[config.mk]
export PLATFORM = sky130hd
export DESIGN_NAME = keypad_scanner
export DESIGN_NICKNAME = d
export VERILOG_FILES = /design/src/rtl/keypad_pkg.sv /design/src/rtl/keypad_debounce.sv /design/src/rtl/keypad_scanner.sv
export SDC_FILE = /design/constraint.sdc
export NUM_CORES = 1
export LEC_CHECK = 0
export BUFFER_PORTS_ARGS = -buffer_cell sky130_fd_sc_hd__buf_2
export CAP_MARGIN = 20
export CORE_MARGIN = 3
export CORE_UTILIZATION = 60
export DETAILED_ROUTE_END_ITERATION = 7
export GPL_ROUTABILITY_DRIVEN = 0
export HOLD_SLACK_MARGIN = 0.08
export PLACE_DENSITY = 0.79
export SLEW_MARGIN = 40
export SYNTH_ARGS = -nofsm -noshare
export SYNTH_HDL_FRONTEND = slang
export SYNTH_HIERARCHICAL = 1
export SYNTH_SLANG_ARGS = --single-unit
export TNS_END_PERCENT = 100
[constraint.sdc]
create_clock -name clk -period 4.5 [get_ports clk]
set_clock_uncertainty 0.05 [all_clocks]
set_input_delay 0.225 -clock clk [delete_from_list [all_inputs] [get_ports clk]]
set_output_delay 0.225 -clock clk [all_outputs]
set_load 0.005 [all_outputs]
[src/rtl/keypad_pkg.sv]
// keypad_pkg: declarations shared by the keypad scanner and its debouncer
// (and reused by the game controller's tests).
//   KEY_NOKEY / KEY_RESET : special key codes (no key, game-reset key '#')
//   scan_kind_e           : classification of one completed four-column scan
//   scan_result_t         : scan classification plus the single key's code
//   key_code()            : row/col position -> key code ('*' reads as no key)
package keypad_pkg;

    localparam logic [3:0] KEY_NOKEY = 4'hE;
    localparam logic [3:0] KEY_RESET = 4'hF;

    typedef enum logic [1:0] {
        SCAN_NONE  = 2'd0,
        SCAN_MULTI = 2'd1,
        SCAN_CODE  = 2'd2
    } scan_kind_e;

    typedef struct packed {
        scan_kind_e kind;
        logic [3:0] code;
    } scan_result_t;

    // Keypad layout, rows top to bottom:  1 2 3 A / 4 5 6 B / 7 8 9 C / * 0 # D
    function automatic logic [3:0] key_code(input logic [1:0] r, input logic [1:0] c);
        logic [3:0] code;
        case ({r, c})
            4'h0:    code = 4'h1;
            4'h1:    code = 4'h2;
            4'h2:    code = 4'h3;
            4'h3:    code = 4'hA;
            4'h4:    code = 4'h4;
            4'h5:    code = 4'h5;
            4'h6:    code = 4'h6;
            4'h7:    code = 4'hB;
            4'h8:    code = 4'h7;
            4'h9:    code = 4'h8;
            4'hA:    code = 4'h9;
            4'hB:    code = 4'hC;
            4'hC:    code = KEY_NOKEY;   // '*' is unmapped
            4'hD:    code = 4'h0;
            4'hE:    code = KEY_RESET;   // '#'
            default: code = 4'hD;
        endcase
        return code;
    endfunction

endpackage

[src/rtl/keypad_debounce.sv]
// keypad_debounce: whole-scan debouncer for the keypad scanner.
//   clk          : system clock
//   reset        : asynchronous active-low reset
//   scan_vld_i   : one-cycle pulse, a full scan result is present
//   scan_multi_i : the scan saw two or more keys (ghosting, ignored)
//   scan_code_i  : single-key code of the scan, KEY_NOKEY for no key
//   key_o        : reported (debounced) key code
//   strobe_o     : one-cycle pulse when key_o changes to a real key
module keypad_debounce
    import keypad_pkg::*;
#(
    parameter int DEBOUNCE_SCANS = 4
) (
    input  logic       clk,
    input  logic       reset,
    input  logic       scan_vld_i,
    input  logic       scan_multi_i,
    input  logic [3:0] scan_code_i,
    output logic [3:0] key_o,
    output logic       strobe_o
);

    localparam logic [3:0] CNT_MAX = 4'(DEBOUNCE_SCANS);

    // The candidate uses KEY_NOKEY to mean "no key", so a NONE candidate
    // reports as NOKEY without any translation.
    logic [3:0] cand_q, cand_d;
    logic [3:0] cnt_q, cnt_d;
    logic [3:0] rep_q, rep_d;
    logic       strobe_q, strobe_d;

    always_ff @(posedge clk or negedge reset) begin
        if (!reset) begin
            cand_q   <= KEY_NOKEY;
            cnt_q    <= 4'd0;
            rep_q    <= KEY_NOKEY;
            strobe_q <= 1'b0;
        end else begin
            cand_q   <= cand_d;
            cnt_q    <= cnt_d;
            rep_q    <= rep_d;
            strobe_q <= strobe_d;
        end
    end

    always_comb begin
        cand_d   = cand_q;
        cnt_d    = cnt_q;
        rep_d    = rep_q;
        strobe_d = 1'b0;
        if (scan_vld_i) begin
            if (scan_multi_i) begin
                // Ghosted scan: restart the match run but keep everything else.
                cnt_d = 4'd0;
            end else begin
                if (scan_code_i != cand_q) begin
                    cand_d = scan_code_i;
                    cnt_d  = 4'd1;
                end else if (cnt_q != CNT_MAX) begin
                    cnt_d = cnt_q + 4'd1;
                end
                if ((cnt_d == CNT_MAX) && (cand_d != rep_q)) begin
                    rep_d    = cand_d;
                    strobe_d = (cand_d != KEY_NOKEY);
                end
            end
        end
    end

    assign key_o    = rep_q;
    assign strobe_o = strobe_q;

endmodule

[src/rtl/keypad_scanner.sv]
// keypad_scanner: 4x4 membrane keypad scanner with whole-scan debounce.
//   clk        : system clock
//   reset      : asynchronous active-low reset
//   row        : keypad rows, active-low, asynchronous to clk
//   col        : keypad columns, active-low, exactly one low at a time
//   keyPress   : debounced key code, KEY_NOKEY when no key
//   key_strobe : one-cycle pulse on each new valid key
// Each column is driven for SCAN_DIV cycles; the synchronized rows are
// sampled on the last cycle of a column, and after column 3 the whole scan
// is classified and handed to the debouncer.
module keypad_scanner
    import keypad_pkg::*;
#(
    parameter int SCAN_DIV       = 50000,
    parameter int DEBOUNCE_SCANS = 4
) (
    input  logic       clk,
    input  logic       reset,
    input  logic [3:0] row,
    output logic [3:0] col,
    output logic [3:0] keyPress,
    output logic       key_strobe
);

    localparam int              DIV_W    = $clog2(SCAN_DIV);
    localparam logic [DIV_W-1:0] DIV_LAST = DIV_W'(SCAN_DIV - 1);

    logic [3:0]       row_meta_q, row_sync_q;
    logic [DIV_W-1:0] div_q;
    logic [1:0]       col_idx_q;
    logic [3:0]       col_q;
    logic [1:0]       acc_cnt_q, acc_cnt_d;   // keys seen so far, saturates at 2
    logic [3:0]       acc_code_q, acc_code_d; // code of the first key seen

    logic             sample;
    logic             scan_done;
    logic [3:0]       pressed;
    logic [2:0]       col_hits;
    logic [2:0]       total;
    logic [3:0]       col_code;
    scan_result_t     scan_res;

    assign sample    = (div_q == DIV_LAST);
    assign scan_done = sample && (col_idx_q == 2'd3);
    assign pressed   = ~row_sync_q;

    always_ff @(posedge clk or negedge reset) begin
        if (!reset) begin
            row_meta_q <= 4'hF;
            row_sync_q <= 4'hF;
            div_q      <= '0;
            col_idx_q  <= 2'd0;
            col_q      <= 4'b1110;
            acc_cnt_q  <= 2'd0;
            acc_code_q <= KEY_NOKEY;
        end else begin
            row_meta_q <= row;
            row_sync_q <= row_meta_q;
            if (sample) begin
                div_q     <= '0;
                col_idx_q <= col_idx_q + 2'd1;
                col_q     <= {col_q[2:0], col_q[3]};
                if (scan_done) begin
                    acc_cnt_q  <= 2'd0;
                    acc_code_q <= KEY_NOKEY;
                end else begin
                    acc_cnt_q  <= acc_cnt_d;
                    acc_code_q <= acc_code_d;
                end
            end else begin
                div_q <= div_q + DIV_W'(1);
            end
        end
    end

    // Code of the lowest asserted row in the current column; it only matters
    // when it turns out to be the single key of the scan.
    always_comb begin
        col_code = KEY_NOKEY;
        if (pressed[3]) col_code = key_code(2'd3, col_idx_q);
        if (pressed[2]) col_code = key_code(2'd2, col_idx_q);
        if (pressed[1]) col_code = key_code(2'd1, col_idx_q);
        if (pressed[0]) col_code = key_code(2'd0, col_idx_q);
    end

    always_comb begin
        col_hits   = {2'b00, pressed[0]} + {2'b00, pressed[1]}
                   + {2'b00, pressed[2]} + {2'b00, pressed[3]};
        total      = {1'b0, acc_cnt_q} + col_hits;
        acc_cnt_d  = (total >= 3'd2) ? 2'd2 : total[1:0];
        acc_code_d = (acc_cnt_q == 2'd0) ? col_code : acc_code_q;

        scan_res.kind = SCAN_NONE;
        scan_res.code = KEY_NOKEY;
        if (acc_cnt_d == 2'd2) begin
            scan_res.kind = SCAN_MULTI;
        end else if ((acc_cnt_d == 2'd1) && (acc_code_d != KEY_NOKEY)) begin
            scan_res.kind = SCAN_CODE;
            scan_res.code = acc_code_d;
        end
    end

    keypad_debounce #(
        .DEBOUNCE_SCANS(DEBOUNCE_SCANS)
    ) u_debounce (
        .clk          (clk),
        .reset        (reset),
        .scan_vld_i   (scan_done),
        .scan_multi_i (scan_res.kind == SCAN_MULTI),
        .scan_code_i  (scan_res.code),
        .key_o        (keyPress),
        .strobe_o     (key_strobe)
    );

    assign col = col_q;

endmodule

# Word level (Yosys, flattened, before mapping)

Index checks and enable logic that the tools add are counted.

Flip-flop bits (word level): 49
Latch bits: 0
Memory bits (writable): 0
ROM bits: 0
Logic and storage cells: 68
Memories: 0

Add/sub/neg operators: 7
Multipliers: 0
Divide/modulo/power cells: 0
Magnitude comparators: 1
Equality and inequality tests: 13
Shift operators: 0
Multiplexer cells: 27
Bitwise operators: 2
Reductions and logical operators: 7

Operators by type and width:

| cell                                                               | count |
|---|---|
| 2-to-1 mux 4 bit                                                   | 15 |
| one-hot mux 4 bit (4 select lines)                                 | 3 |
| adder 16 x 1 -> 16 bit (second input constant)                     | 1 |
| == test 16 bit (second input constant)                             | 1 |
| 2-to-1 mux 16 bit                                                  | 1 |
| one-hot mux 4 bit (3 select lines)                                 | 1 |
| inequality test 4 bit                                              | 2 |
| inequality test 4 bit (second input constant)                      | 2 |
| == test 2 x 1 -> 1 bit (second input constant)                     | 3 |
| == test 2 bit (second input constant)                              | 3 |
| 2-to-1 mux 2 bit                                                   | 3 |
| 2-to-1 mux 6 bit                                                   | 1 |
| adder 4 x 1 -> 4 bit (second input constant)                       | 1 |
| == test 4 x 3 -> 1 bit (second input constant)                     | 1 |
| zero test 2 bit                                                    | 2 |
| inequality test 4 x 3 -> 1 bit (second input constant)             | 1 |
| NOT 4 bit                                                          | 1 |
| adder 2 x 1 -> 3 bit                                               | 1 |
| adder 2 x 3 -> 3 bit                                               | 1 |
| adder 3 x 1 -> 3 bit                                               | 1 |
| greater-or-equal comparator 3 x 2 -> 1 bit (second input constant) | 1 |
| logical AND 1 bit                                                  | 3 |
| 2-to-1 mux 1 bit                                                   | 3 |
| AND reduction 3 bit                                                | 1 |
| 4 further kinds                                                    | 4 |

# Logic depth before layout (Yosys ltp)

Gate-level depths: netlist of the first run.

Depth in word-level cells: 20
Mapped depth: 13
Depth with buffers taken out: 13

# Cells and area by module

The synthesis of the first run kept the hierarchy.

Modules (own cells, without submodules):

| module          | times used | cells each | area an instance (um^2) |
|---|---|---|---|
| keypad_scanner  | 1          | 183        | 1819.2 |
| keypad_debounce | 1          | 67         | 789.5 |

# Least setup slack after synthesis of the first run

No wires, ideal clock.

Kind: register -> register
Start: register row_sync_q[0]
End: register u_debounce.rep_q[0], in the netlist u_debounce/key_o[0]
Library setup time: 0.125 ns
Arrival: 3.140 ns
Data required time: 4.325 ns
Setup slack: 1.185 ns
Stages on the path, launching flop included: 12
Period minus slack after synthesis: 3.315 ns
Path through: dfstp_2 -> fa_1 -> inv_1 -> fa_1 -> inv_1 -> fa_1 -> and3_1 -> o21ai_0 -> xnor2_1 -> and4_1 -> nand4_4 -> mux2_4

RTL lines:

| element                  | line                  | text |
|---|---|---|
| start: declaration       | keypad_scanner.sv:28  | `logic [3:0] row_meta_q, row_sync_q;` |
| start signal: assignment | keypad_scanner.sv:58  | `row_sync_q <= row_meta_q;` |
| end signal: assignment   | keypad_debounce.sv:41 | `rep_q <= rep_d;` |
| end: declaration         | keypad_debounce.sv:29 | `logic [3:0] rep_q, rep_d;` |

==> results.md, run 1 <==
Outcome:
- The flow ran to the end, and the final reports show no timing, DRC or antenna violations.

Synthesis:
- The post-synthesis register bit count is 49.
- Among all flip-flop cells after synthesis, the most frequent one is dfrtp_1.
- The share of async-settable or async-resettable flops after synthesis is 100.0%.
- For this run, the number of Yosys warnings is 6.
- The fraction of synthesized cell area taken by the top area cell type is between 20% and 30%.
- The cell count after synthesis is 250.
- Yosys mapped the design onto 56 distinct sky130hd cell types.
- The total nets after synthesis is around 270.
- The post-synthesis sequential area ratio is 47.96%.
- The number of enable flip-flop cells after synthesis is 0.
- Sorting the synthesized cells by area gives the leading types as dfrtp_1 (28%), dfstp_2 (20%), xnor2_1 (5.7%), nand2_1 (3.9%), ha_1 (3.4%).
- The synthesized netlist occupies a cell area of 2609 um2.
- The biggest area contributor in the post-synthesis netlist is dfrtp_1.
- The synthesized area divided by synthesized cell count is around 10 um2.

Final layout:
- For this run, the share of the core covered by cells in the final layout is about 70%.
- The fraction of final layout cells sized beyond drive strength 1 is a little over a fifth.
- At the end of the flow, the number of nets in the layout was between 200 and 300.
- After the flow finishes, the layout carries non-filler instances totaling between 300 and 400.
- The area added between synthesis and finish is 9.592%.
- In the final layout, the multi-input gates occupy ~1300 um2.
- Counting the fill cells in the layout gives roughly 310.
- The register cell area after layout is roughly 1300 um2.
- The repair_antennas step left the layout with diodes totalling 0.
- The final non-filler cell area is between 2000 and 3000 um2.
- The most common library cell in the layout ignoring fill and taps is dfrtp_1.
- The library cells used most frequently in the layout, excluding fill and tap cells, are dfrtp_1 (29), nand2_1 (27), nor2_1 (21), dfstp_2 (20), xnor2_1 (17).

Timing:
- The minimum hold slack is between 0.3 and 0.4 ns.
- The slew at the pin with the worst max-slew slack is just under 0.7 ns.
- After layout, the worst setup slack is 0.8943 ns.
- Setup total negative slack on the finished layout was measured at 0 ns.
- The number of failing hold endpoints at the final stage came to 0.
- Setup violations remaining at the end of the flow were counted as 0.
- The worst relative slew slack is 53.33%.
- Setup repair after global routing left no endpoint under its margin.
- The number of pins exceeding their max-slew limit in the final report came to 0.
- The top achievable clock speed is between 200 and 300 MHz.
- The clock period could shrink to between 3 and 4 ns.
- The post-route clock period utilization is between 80% and 90%.

Worst setup path:
- The stage delay of the slowest cell on the critical path is around 0.54 ns.
- The worst-path maximum fanout is 8.
- The launch point of the worst path is row_sync_q[0]$_DFF_PN1_.
- The most numerous cell type found on the critical path is fa_1.
- The cell with the largest stage delay on the worst path is fa_1.
- The critical path in this run is classified as register to register.
- The critical path goes through fa_1 -> inv_1 -> fa_1 -> inv_1 -> fa_1 -> and3_1 -> o21ai_1 -> xnor2_1 -> and4_1 -> nand4_4 -> mux2_4.
- The required time at the worst-slack endpoint is ~4.6 ns.
- The endpoint class of the critical path is a register.
- The arrival time at the worst endpoint is roughly 3.7 ns.
- The kind of start point of the critical path is a register.
- The startpoint identified for the worst register-to-register timing path is row_sync_q[0]$_DFF_PN1_.

Global route:
- The pin count of the biggest net entering global routing is 50.
- The number of antenna violations at the first check in global routing is 0.
- Global routing finished with a remaining overflow of 0.
- The wire length of the first global-routing pass is roughly 8.6 mm.
- The number of global-route vias before repair was between 1,500 and 2,000.
- Across every metal layer, demand over resource in global routing totals between 20% and 30%.

Die:
- The die width is around 70 um.
- The floorplan die area is 5175 um2.
- The floorplan step defined a core boundary enclosing just over 4000 um2.
- Pin placement for this block handled 15 I/O pins.
- The effective utilization at floorplan is 63.84%.
- The floorplan step set the die height to a little over 70 um.
- The site row count is 23.

Worst hold path:
- The worst hold path belongs to the class register to register.
- In this run the most critical hold path is launched from row_meta_q[2]$_DFF_PN1_.

Power:
- The power after layout is about 760 uW.
- For this design the ratio of total power to cell area is between 200 and 300 nW/um2.
- The analysis attributes to cell leakage a power of 1.222 nW.
- VDD sags by at most slightly below 0.2 mV.

Drt:
- The post-detailed-route wirelength per cell is around 16 um.
- The pre-antenna-repair detailed-routing pass consisted of 4 iterations.
- Detailed routing inserted a total of between 1,500 and 2,000 vias.
- The final routed wirelength across all metal layers is ~5.0 mm.
- For this run, design rule violations remaining after detail routing come to 0.
- The count of nets left with antenna violations after detail routing is 0.
- In this run, the number of DRC markers left after iteration 0 of detailed routing was about 180.
- The number of vias per cell after detailed routing is 6.016.

Clock tree:
- After clock tree synthesis, the clock-pin slew on the worst setup and hold paths is approximately 0.090 ns.
- The H-tree was split into 2 levels.
- For this design, the sink count on the clock tree is between 40 and 50.
- The clock tree from TritonCTS is done.
- The number of gates resized after CTS is 0.
- The clock latency of the later-clocked register in the worst-skew pair is approximately 0.30 ns.
- The number of buffers created by CTS is 5.
- The clock tree root driver cell is clkbuf_8.
- The clock passes through at most 2 buffers.

Placement:
- Counting tap cells, the placed design contains a total of between 300 and 400 instances.
- The half-perimeter wire length after placement is between 3 and 4 mm.
- Once placement finished, the instance area stood at between 2000 and 3000 um2.
- OpenSTA, run right after detailed placement, puts the worst setup slack at between 0.9 and 1 ns.
- Port buffering added 14 buffers.

Flow run:
- The tool flagged a number of max-cap violations equal to 0.
cells in the mapped netlist (2+ instances only):
library cell and number:
xnor2_1 17, and4_1 3, o31ai_1 2, o21ai_1 2, nor4bb_1 3, nand2b_1 3
xor2_1 4, mux2_2 3, ha_1 7, o2bb2ai_1 2, nor3_1 6, a211oi_1 2
mux2_4 4, dfrtp_1 29, nand3_1 10, buf_2 3, nand2_1 27, fa_1 3
nor2_1 21, nand4_1 8, and3_1 3, clkbuf_1 2, a211o_1 2, inv_1 15
and2_1 2, dfstp_2 20, nor4_1 4, o21ai_0 11, a21oi_1 5
power by group:
group | switching, mW | internal (mW) | total, mW
sequential | 0.00389 | 0.447 | 0.451
clock | 0.142 | 0.110 | 0.252
combinational | 0.0343 | 0.0215 | 0.0558
critical path, delay by kind of cell, from the launching register on:
family / cells / cell delay, ns
simple gates: 3 / 0.73
flops: 1 / 0.42
xor+xnor: 1 / 0.21
compound gates: 1 / 0.30
mux: 1 / 0.33
buf+inv: 2 / 0.13
fa+ha+maj: 3 / 1.35
flip-flops by register name, indices dropped and copies added, names as in the netlist:
signal,cells
div_q,16
u_debounce/cand_q,4
row_sync_q,4
acc_code_q,4
acc_cnt_q,2
row_meta_q,4
u_debounce/key_o,4
u_debounce/strobe_o,1
col,4
u_debounce/cnt_q,4
col_idx_q,2
cell families (layout without fill, tap and decap cells):
group                      count (synthesis)  count (layout)  synth area share (%)
and+or+nand+nor                          102             102                 21.06
DFF                                       49              49                 47.96
AOI/OAI and AO/OA                         40              40                 11.27
xor gates and xnor gates                  21              21                 7.050
buffers and inverters                     20              42                 3.021
adders and majority gates                 10              10                 5.659
muxes                                      8               8                 3.981
path summary, 6_finish.rpt:
kind	end	slack (ns)	depth (start not counted)
setup reg to reg	u_debounce/key_o[0]$_DFFE_PN0P_	0.89	11
setup / recovery	u_debounce/key_o[0]$_DFFE_PN0P_	0.89	11
max in group asynchronous	row_meta_q[0]$_DFF_PN1_	3.58	2
hold / removal	row_sync_q[2]$_DFF_PN1_	0.31	0
hold reg to reg	row_sync_q[2]$_DFF_PN1_	0.31	0
min in group asynchronous	div_q[5]$_DFF_PN0_	0.41	2
routing by layer:
layer,vias up,wire [um],GRT usage (%)
met5,-,0,0
met4,0,37,6.889
met3,6,198,3.601
met2,55,2436,33.98
met1,947,2330,29.14
li1,929,-,-
what timing repair did:
| action | CTS | global route |
|---|---|---|
| hold buffers | 5 | 0 |
| buffers inserted | 0 | 0 |
| hold endpoints to repair | 33 | 0 |
cell type report:
class / instances / share of cell area, %
Multi-Input combinational cell: 181 / 44.73
Tap cell: 50 / 2.188
Inverter: 15 / 1.969
Clock buffer: 6 / 2.538
Timing Repair Buffer: 19 / 4.289
Sequential cell: 49 / 43.76
Clock inverter: 2 / 0.5252
Power figures use the tool's default switching activity.
==> run 2, diff against run 1 <==
==> constraint.sdc (replaced) <==
create_clock -name clk -period 3.65 [get_ports clk]
set_clock_uncertainty 0.05 [all_clocks]
set_input_delay 0.1825 -clock clk [delete_from_list [all_inputs] [get_ports clk]]
set_output_delay 0.1825 -clock clk [all_outputs]
set_load 0.005 [all_outputs]
==> results.md, run 2 (synthesis results as in run 1) <==
Outcome:
- The run finished with clean final reports.

Die:
- The die width came to 71.94 um (unchanged).
- The floorplan die area is 5175 um2 (unchanged).
- The site row count is 23 (unchanged).
- The effective utilization at floorplan is 63.84% (unchanged).
- The I/O pin total was 15 (unchanged).
- The die boundary height is 71.94 um (unchanged).
- The standard cell core area is 4086 um2 (unchanged).

Final layout:
- The library cell used most frequently in the layout, excluding fill and tap cells, is dfrtp_1.
- The top register by number of flip-flops is div_q.
- The area added between synthesis and finish is 11.08%.
- The fraction of final layout cells sized beyond drive strength 1 is 22.30% (+1.3 points).
- The diode insertion count for antenna repair was 0 (unchanged).
- The net count of the finished layout came to 293 (+2.1%).
- The final non-filler cell area came to 2898 um2 (+1.4%).
- The flip-flop count of the largest register after layout was 16 (unchanged).
- In the layout the commonest cells are dfrtp_1 (29), nand2_1 (27), nor2_1 (21), dfstp_2 (20), xnor2_1 (17).

Global route:
- The total congestion overflow is 0 (unchanged).
- The aggregate global-route resource usage is 20.60% (-0.43 points).
- The pin count of the biggest net entering global routing was 50 (unchanged).
- The number of global-route vias before repair was 1,892 (+3.5%).
- The wire length of the first global-routing pass is 8.383 mm (-2.2%).
- The number of antenna violations at the first check in global routing is 0 (unchanged).

Power:
- The sequential fraction of design power was 60.1% (+0.6 points).
- The switching power total is 205.0 uW (+14%).
- The share of total power in combinational logic is 8.1% (+0.7 points).
- The peak ir drop on the vdd network is 0.2736 mV (+40%).
- The switching share of power is 22.13% (-1.6 points).
- The share of power burned in the clock network is 31.8% (-1.4 points).
- The cell-internal power is 721.3 uW (+25%).
- The static leakage power is 1.252 nW (+2.5%).
- The power density normalized to cell area is 319.7 nW/um2 (+20%).

Worst setup path:
- The kind of start point of the critical path is a register.
- The type of the setup path with the least slack is register to register.
- The required time at the worst-slack endpoint was 3.78 ns (-0.86 ns).
- The endpoint class of the critical path is a register.
- The arrival time at the worst endpoint is 3.50 ns (-0.24 ns).
- The worst-path maximum fanout is 8 (unchanged).

Drt:
- The post-detailed-route wirelength per cell is 14.70 um (-5.3%).
- The final routed wirelength across all metal layers is 4.823 mm (-3.6%).
- The number of vias per cell after detailed routing is 5.832 (-3.0%).
- The residual DRC count came to 0 (unchanged).
- The violation count after the first detailed-routing iteration is 148 (-19%).
- The count of nets left with antenna violations after detail routing was 0 (unchanged).
- The detailed-router iteration count before antenna repair is 4 (unchanged).
- The total via count after detailed routing is 1,913 (-1.2%).

Clock tree:
- The number of buffers on the longest clock path came to 2 (unchanged).
- The total number of clock tree sinks came to 49 (unchanged).
- The clock tree root driver cell is clkbuf_8.
- The clock latency of the later-clocked register in the worst-skew pair is 0.29 ns (about the same).
- The number of buffers created by CTS is 5 (unchanged).
- The number of H-tree branching levels is 2 (unchanged).
- The clock tree from TritonCTS is done.
- The buffers inserted during post-CTS setup optimization is 0 (unchanged).
- The clock-pin slew of the registers on the worst-case setup and hold paths is 0.08 ns (about the same).

Flow run:
- The total of max-cap violations is 0 (unchanged).

Timing:
- The count of endpoints failing setup in the final report is 0 (unchanged).
- The minimum clock period after layout is 3.364 ns (-0.2419 ns).
- The top achievable clock speed was 297.3 MHz (+7.2%).
- The slew at the pin with the worst max-slew slack is 0.6450 ns (-0.04775 ns).
- The minimum hold slack was 0.3067 ns (-0.003064 ns).
- The final-layout setup total negative slack is 0 ns (unchanged).
- The post-route clock period utilization is 92.16% (+12 points).
- The number of failing hold endpoints at the final stage is 0 (unchanged).
- Setup repair after global routing left no endpoint under its margin.
- The worst relative slew slack is 56.77% (+3.4 points).
- The number of pins exceeding their max-slew limit in the final report is 0 (unchanged).
- The minimum setup slack in the final design was 0.2862 ns (-0.6081 ns).

Placement:
- The pre-CTS setup slack came to 0.1820 ns (-0.7319 ns).
- The instance area after placement is 2766 um2 (+1.7%).
- The half-perimeter wire length after placement was 3.399 mm (-3.3%).
- The number of port buffers came to 14 (unchanged).

Worst hold path:
- The worst hold-check path type is register to register.
==> run 2: changes by cell type in the layout (fill, tap and decap cells not counted), sizes merged <==
cell	before	now
clkinvlp	2	0
clkbuf	6	8
buf	14	20
==> run 2: stage by stage <==
| stage | power [mW] | instances | util, % |
|---|---|---|---|
| floorplan | 0.6055 | 250 | - |
| global placement | 0.6350 | 315 | 67.64 |
| detailed placement | 0.6373 | 315 | 67.70 |
| CTS | 0.9399 | 328 | 70.88 |
| global route | 0.9642 | 328 | 70.91 |
| finish | 0.9263 | 328 | 70.91 |
==> run 2: path summary, 6_finish.rpt <==
path,start,end,slack [ns],depth (start not counted)
max,row_sync_q[2]$_DFF_PN1_,u_debounce/key_o[0]$_DFFE_PN0P_,0.29,12
min,row_meta_q[3]$_DFF_PN1_,row_sync_q[3]$_DFF_PN1_,0.31,0
max reg2reg,row_sync_q[2]$_DFF_PN1_,u_debounce/key_o[0]$_DFFE_PN0P_,0.29,12
min reg2reg,row_meta_q[3]$_DFF_PN1_,row_sync_q[3]$_DFF_PN1_,0.31,0
max in group asynchronous,reset,u_debounce/key_o[1]$_DFFE_PN1P_,2.78,2
min in group asynchronous,reset,div_q[5]$_DFF_PN0_,0.37,2
==> run 2: cell type report <==
| type | count | area [um2] |
|---|---|---|
| timing repair buffer | 25 | 167.7 |
| inverter | 15 | 56.30 |
| fill | 298 | 1189 |
| tap | 50 | 62.56 |
| multi-input combinational | 181 | 1280 |
| clock buffer | 8 | 80.08 |
| sequential | 49 | 1251 |
==> run 2: timing repair <==
item / in CTS / in global routing
setup endpoints to repair: 0 / 4
gates resized for setup: 0 / 2
hold endpoints to repair: 33 / 0
hold buffers: 5 / 0
==> run 2: routing by layer <==
layer / GRT usage (%) / vias to the layer above / wire length, um
met5: 0 / - / 0
met4: 7.516 / 0 / 80
met3: 5.125 / 11 / 176
met2: 33.57 / 35 / 2346
met1: 26.85 / 925 / 2219
li1: - / 942 / -
==> run 2: worst max-delay path: stages, from the launching register on <==
cell     delay, ns
dfstp_2       0.61
fa_1          0.44
inv_1         0.08
fa_1          0.15
inv_1         0.05
fa_1          0.51
nand3_1       0.11
a21oi_1       0.12
o21ai_1       0.12
xnor2_1       0.19
and4_2        0.33
nand4_4       0.17
mux2_4        0.33
==> run 2: power groups by stage <==
stage,Sequential [mW],Clock [mW],Combinational [mW]
2_1_floorplan,0.565,0,0.0407
3_3_place_gp,0.566,0,0.0691
3_5_place_dp,0.566,0,0.0712
4_1_cts,0.556,0.308,0.0757
5_1_grt,0.557,0.323,0.0844
6_report,0.556,0.294,0.0754
==> run 3, diff against run 2 <==
--- a/config.mk
+++ b/config.mk
@@ -5,6 +5,7 @@
 export SDC_FILE = /design/constraint.sdc
 export NUM_CORES = 1
 export LEC_CHECK = 0
+export ABC_AREA = 1
 export BUFFER_PORTS_ARGS = -buffer_cell sky130_fd_sc_hd__buf_2
 export CAP_MARGIN = 20
 export CORE_MARGIN = 3
@@ -12,7 +13,7 @@
 export DETAILED_ROUTE_END_ITERATION = 7
 export GPL_ROUTABILITY_DRIVEN = 0
 export HOLD_SLACK_MARGIN = 0.08
-export PLACE_DENSITY = 0.79
+export PLACE_DENSITY = 0.78
 export SLEW_MARGIN = 40
 export SYNTH_ARGS = -nofsm -noshare
 export SYNTH_HDL_FRONTEND = slang
==> results.md, run 3 <==
Synthesis:
- The cell with the most instances after synthesis is nand2_1.
- The share of async-settable or async-resettable flops after synthesis is 100.0% (unchanged).
- The fraction of synthesized cell area taken by the top area cell type is 25.74% (-2.1 points).
- The Yosys warning count was 6 (unchanged).
- The count of different cell masters after synthesis is 36 (-36%).
- The synthesized design spends more area on one cell type than any other, namely dfrtp_1.
- Counting instances in the post-synthesis netlist gives the leading cell types as nand2_1 (77), inv_1 (52), nor2_1 (30), dfrtp_1 (29).
- The post-synthesis sequential area ratio came to 44.39% (-3.6 points).
- The post-synthesis register bit count is 49 (unchanged).
- The total nets after synthesis came to 349 (+31%).
- The predominant post-synthesis flop cell is dfrtp_1.
- By area the synthesized netlist is led by dfrtp_1 (26%), dfstp_2 (19%), nand2_1 (10%), inv_1 (6.9%), nor2_1 (4.0%).
- The number of enable flip-flop cells after synthesis is 0 (unchanged).
- The cell count after synthesis is 333 (+33%).
- The synthesized area divided by synthesized cell count came to 8.465 um2 (-19%).
- The synthesized area is 2819 um2 (+8.1%).

Global route:
- The wire length of the first global-routing pass is 9.066 mm (+8.1%).
- The number of global-route vias before repair was 2,087 (+10%).
- The aggregate global-route resource usage is 21.30% (+0.70 points).
- The total congestion overflow is 0 (unchanged).
- The number of antenna violations at the first check in global routing came to 0 (unchanged).
- The pin count of the biggest net entering global routing is 50 (unchanged).

Clock tree:
- The total number of clock tree sinks is 49 (unchanged).
- The number of buffers created by CTS is 5 (unchanged).
- The number of buffers on the longest clock path came to 2 (unchanged).
- The clock-pin slew of the registers on the worst-case setup and hold paths is 0.09 ns (about the same).
- The number of gates resized after CTS was 0 (unchanged).
- The buffers inserted during post-CTS setup optimization came to 0 (unchanged).
- The hold buffer count at CTS is 5 (unchanged).
- The tree is rooted in a clkbuf_8.
- TritonCTS built the clock tree.
- The number of H-tree branching levels was 2 (unchanged).
- The clock latency of the later-clocked register in the worst-skew pair was 0.31 ns (+0.02 ns).

Die:
- The site row count is 24 (+4.3%).
- The die width was 74.55 um (+3.6%).
- The standard cell core area is 4444 um2 (+8.8%).
- The I/O pin total is 15 (unchanged).
- The floorplan die area was 5557 um2 (+7.4%).
- The die boundary height was 74.55 um (+3.6%).
- The effective utilization at floorplan is 63.43% (-0.41 points).

Drt:
- The number of vias per cell after detailed routing is 5.363 (-8.1%).
- The post-detailed-route wirelength per cell is 13.00 um (-12%).
- The count of nets left with antenna violations after detail routing is 0 (unchanged).
- The residual DRC count was 0 (unchanged).
- The total via count after detailed routing is 2,204 (+15%).
- The detailed-router iteration count before antenna repair is 4 (unchanged).
- The final routed wirelength across all metal layers is 5.344 mm (+11%).
- The violation count after the first detailed-routing iteration is 125 (-16%).

Final layout:
- The number of non-filler instances in the completed layout came to 411 (+25%).
- The number of inserted filler cells in the final layout is 362 (+21%).
- In the layout the commonest cells are nand2_1 (77), inv_1 (52), nor2_1 (30), dfrtp_1 (29).
- The top register by number of flip-flops is div_q.
- The final core utilization came to 69.88% (-1.0 points).
- The area added between synthesis and finish is 10.16%.
- The flip-flop count of the largest register after layout is 16 (unchanged).
- The register cell area after layout is 1251 um2 (unchanged).
- The diode insertion count for antenna repair came to 0 (unchanged).
- Leaving out fill and tap cells, the most frequent cell in the layout is nand2_1.
- The net count of the finished layout was 374 (+28%).
- The multi-input gate area in the final layout is 1303 um2 (+1.8%).
- The fraction of final layout cells sized beyond drive strength 1 is 22.28% (about the same).

Worst setup path:
- STA classifies the critical path startpoint as a register.
- Traced cell by cell, the critical path runs through fa_1 -> inv_1 -> fa_1 -> inv_1 -> fa_1 -> nand2_1 -> inv_1 -> nand2_1 -> inv_1 -> nand3_1 -> inv_2 -> nand2_2 -> nand2_4 -> nor2_8 -> nand3_4 -> nor2_8 -> nand3_4 -> nand2_1 -> nand2_1.
- The worst-path maximum fanout is 6 (-2).
- The capturing instance or port of the critical path is u_debounce/key_o[0]$_DFFE_PN0P_.
- Among all stages on the critical path, the largest delay is contributed by fa_1.
- The worst register-to-register path ends at u_debounce/key_o[0]$_DFFE_PN0P_.
- The number of cells on the worst reg-to-reg path is 19 (+7).
- The worst setup path is of the register to register kind.
- The reg2reg setup slack was 0.28 ns (about the same).
- The launch point of the worst path is row_sync_q[0]$_DFF_PN1_.
- The endpoint class of the critical path is a register.
- The arrival time at the worst endpoint came to 3.53 ns (+0.03 ns).
- The startpoint identified for the worst register-to-register timing path is row_sync_q[0]$_DFF_PN1_.
- The stage delay of the slowest cell on the critical path was 0.54 ns (-0.07 ns).
- The required time at the worst-slack endpoint is 3.81 ns (+0.03 ns).

Power:
- The power after layout came to 1.054 mW (+14%).
- The static leakage power is 1.540 nW (+23%).
- The power density normalized to cell area is 339.3 nW/um2 (+6.2%).
- The peak ir drop on the vdd network is 0.2079 mV (-24%).

Timing:
- The count of endpoints failing setup in the final report came to 0 (unchanged).
- The slew at the pin with the worst max-slew slack is 0.6042 ns (-0.04077 ns).
- The minimum clock period after layout is 3.371 ns (+0.007426 ns).
- The worst relative slew slack came to 59.72% (+3.0 points).
- The final-layout setup total negative slack is 0 ns (unchanged).
- The number of pins exceeding their max-slew limit in the final report came to 0 (unchanged).
- Setup repair after global routing left no endpoint under its margin.
- The top achievable clock speed is 296.6 MHz (-0.22%).
- The number of failing hold endpoints at the final stage is 0 (unchanged).
- The post-route clock period utilization was 92.36% (+0.20 points).

Placement:
- The number of port buffers is 14 (unchanged).
- The half-perimeter wire length after placement was 3.847 mm (+13%).
- The instance count after placement with tap cells included is 398 (+26%).

Flow run:
- The total of max-cap violations was 0 (unchanged).

Outcome:
- The flow ran to the end, and the final reports show no timing, DRC or antenna violations.

Worst hold path:
- The hold-critical path depth was 0 (unchanged).
- The worst hold-check path type is register to register.
[run 3: changes by cell type in the layout (fill, tap and decap cells not counted), moves of 5 or more]
cell / before / now
nand2_1: 27 / 77
inv_1: 15 / 52
xnor2_1: 17 / 1
nand3_1: 10 / 20
inv_2: 0 / 9
nor2_1: 21 / 30
buf_4: 7 / 1
nand2_2: 0 / 5
[run 3: worst max-delay path: cells and delay by family, from the launching register on]
| family | cells | cell delay, ns |
|---|---|---|
| fa+ha+maj | 3 | 1.30 |
| simple gates | 11 | 1.16 |
| flops | 1 | 0.41 |
| buf+inv | 5 | 0.35 |
[run 3: metrics by stage]
| stage | hold slack [ns] | area [um2] | setup WS [ns] |
|---|---|---|---|
| 3_3_place_gp | 0.2375 | 2935 | 0.4180 |
| 5_1_grt | 0.3133 | 3105 | 0.07781 |
| 3_5_place_dp | 0.2388 | 2935 | 0.3196 |
| 2_1_floorplan | -0.1631 | 2819 | 0.5400 |
| 4_1_cts | 0.3098 | 3105 | 0.2863 |
| 6_report | 0.3089 | 3105 | 0.2788 |
[run 3: cells by family (layout without fill, tap and decap cells)]
logic type | Yosys count | count (layout) | share of synthesized area, %
and+or+nand+nor | 167 | 167 | 31.56
buffers and inverters | 65 | 91 | 9.410
xor gates and xnor gates | 9 | 9 | 2.796
adders and majority gates | 10 | 10 | 5.237
DFF | 49 | 49 | 44.39
AOI/OAI and AO/OA | 33 | 33 | 6.613
[run 3: how the worst min path moves through the flow]
stage / startpoint / to / slack [ns]
final: row_meta_q[0]$_DFF_PN1_ / row_sync_q[0]$_DFF_PN1_ / 0.31
after global routing: row_meta_q[3]$_DFF_PN1_ / row_sync_q[3]$_DFF_PN1_ / 0.31
after CTS: row_meta_q[3]$_DFF_PN1_ / row_sync_q[3]$_DFF_PN1_ / 0.31
after detailed placement: row[1] / row_meta_q[1]$_DFF_PN1_ / 0.24
after global placement: row[1] / row_meta_q[1]$_DFF_PN1_ / 0.24
after floorplan: reset / acc_cnt_q[0]$_DFFE_PN0N_ / -0.16
[run 3: cell type report]
cell class / count / area share [%]
Inverter: 63 / 7.695
Timing Repair Buffer: 20 / 4.110
Multi-Input combinational cell: 219 / 41.94
Sequential cell: 49 / 40.29
Clock buffer: 6 / 2.659
Tap cell: 52 / 2.095
Clock inverter: 2 / 1.209
[run 3: power breakdown]
part           switching (mW)  internal (mW)  leakage (nW)
Combinational          0.0647         0.0310         0.884
Sequential            0.00339          0.551         0.599
Clock                   0.181          0.223        0.0574
Total                   0.249          0.805          1.54
[run 3: per-layer routing]
metal	track usage [%]	wire length [um]
met3	4.865	196
met4	9.091	129
met5	0	0
met2	36.59	2657
met1	25.65	2361
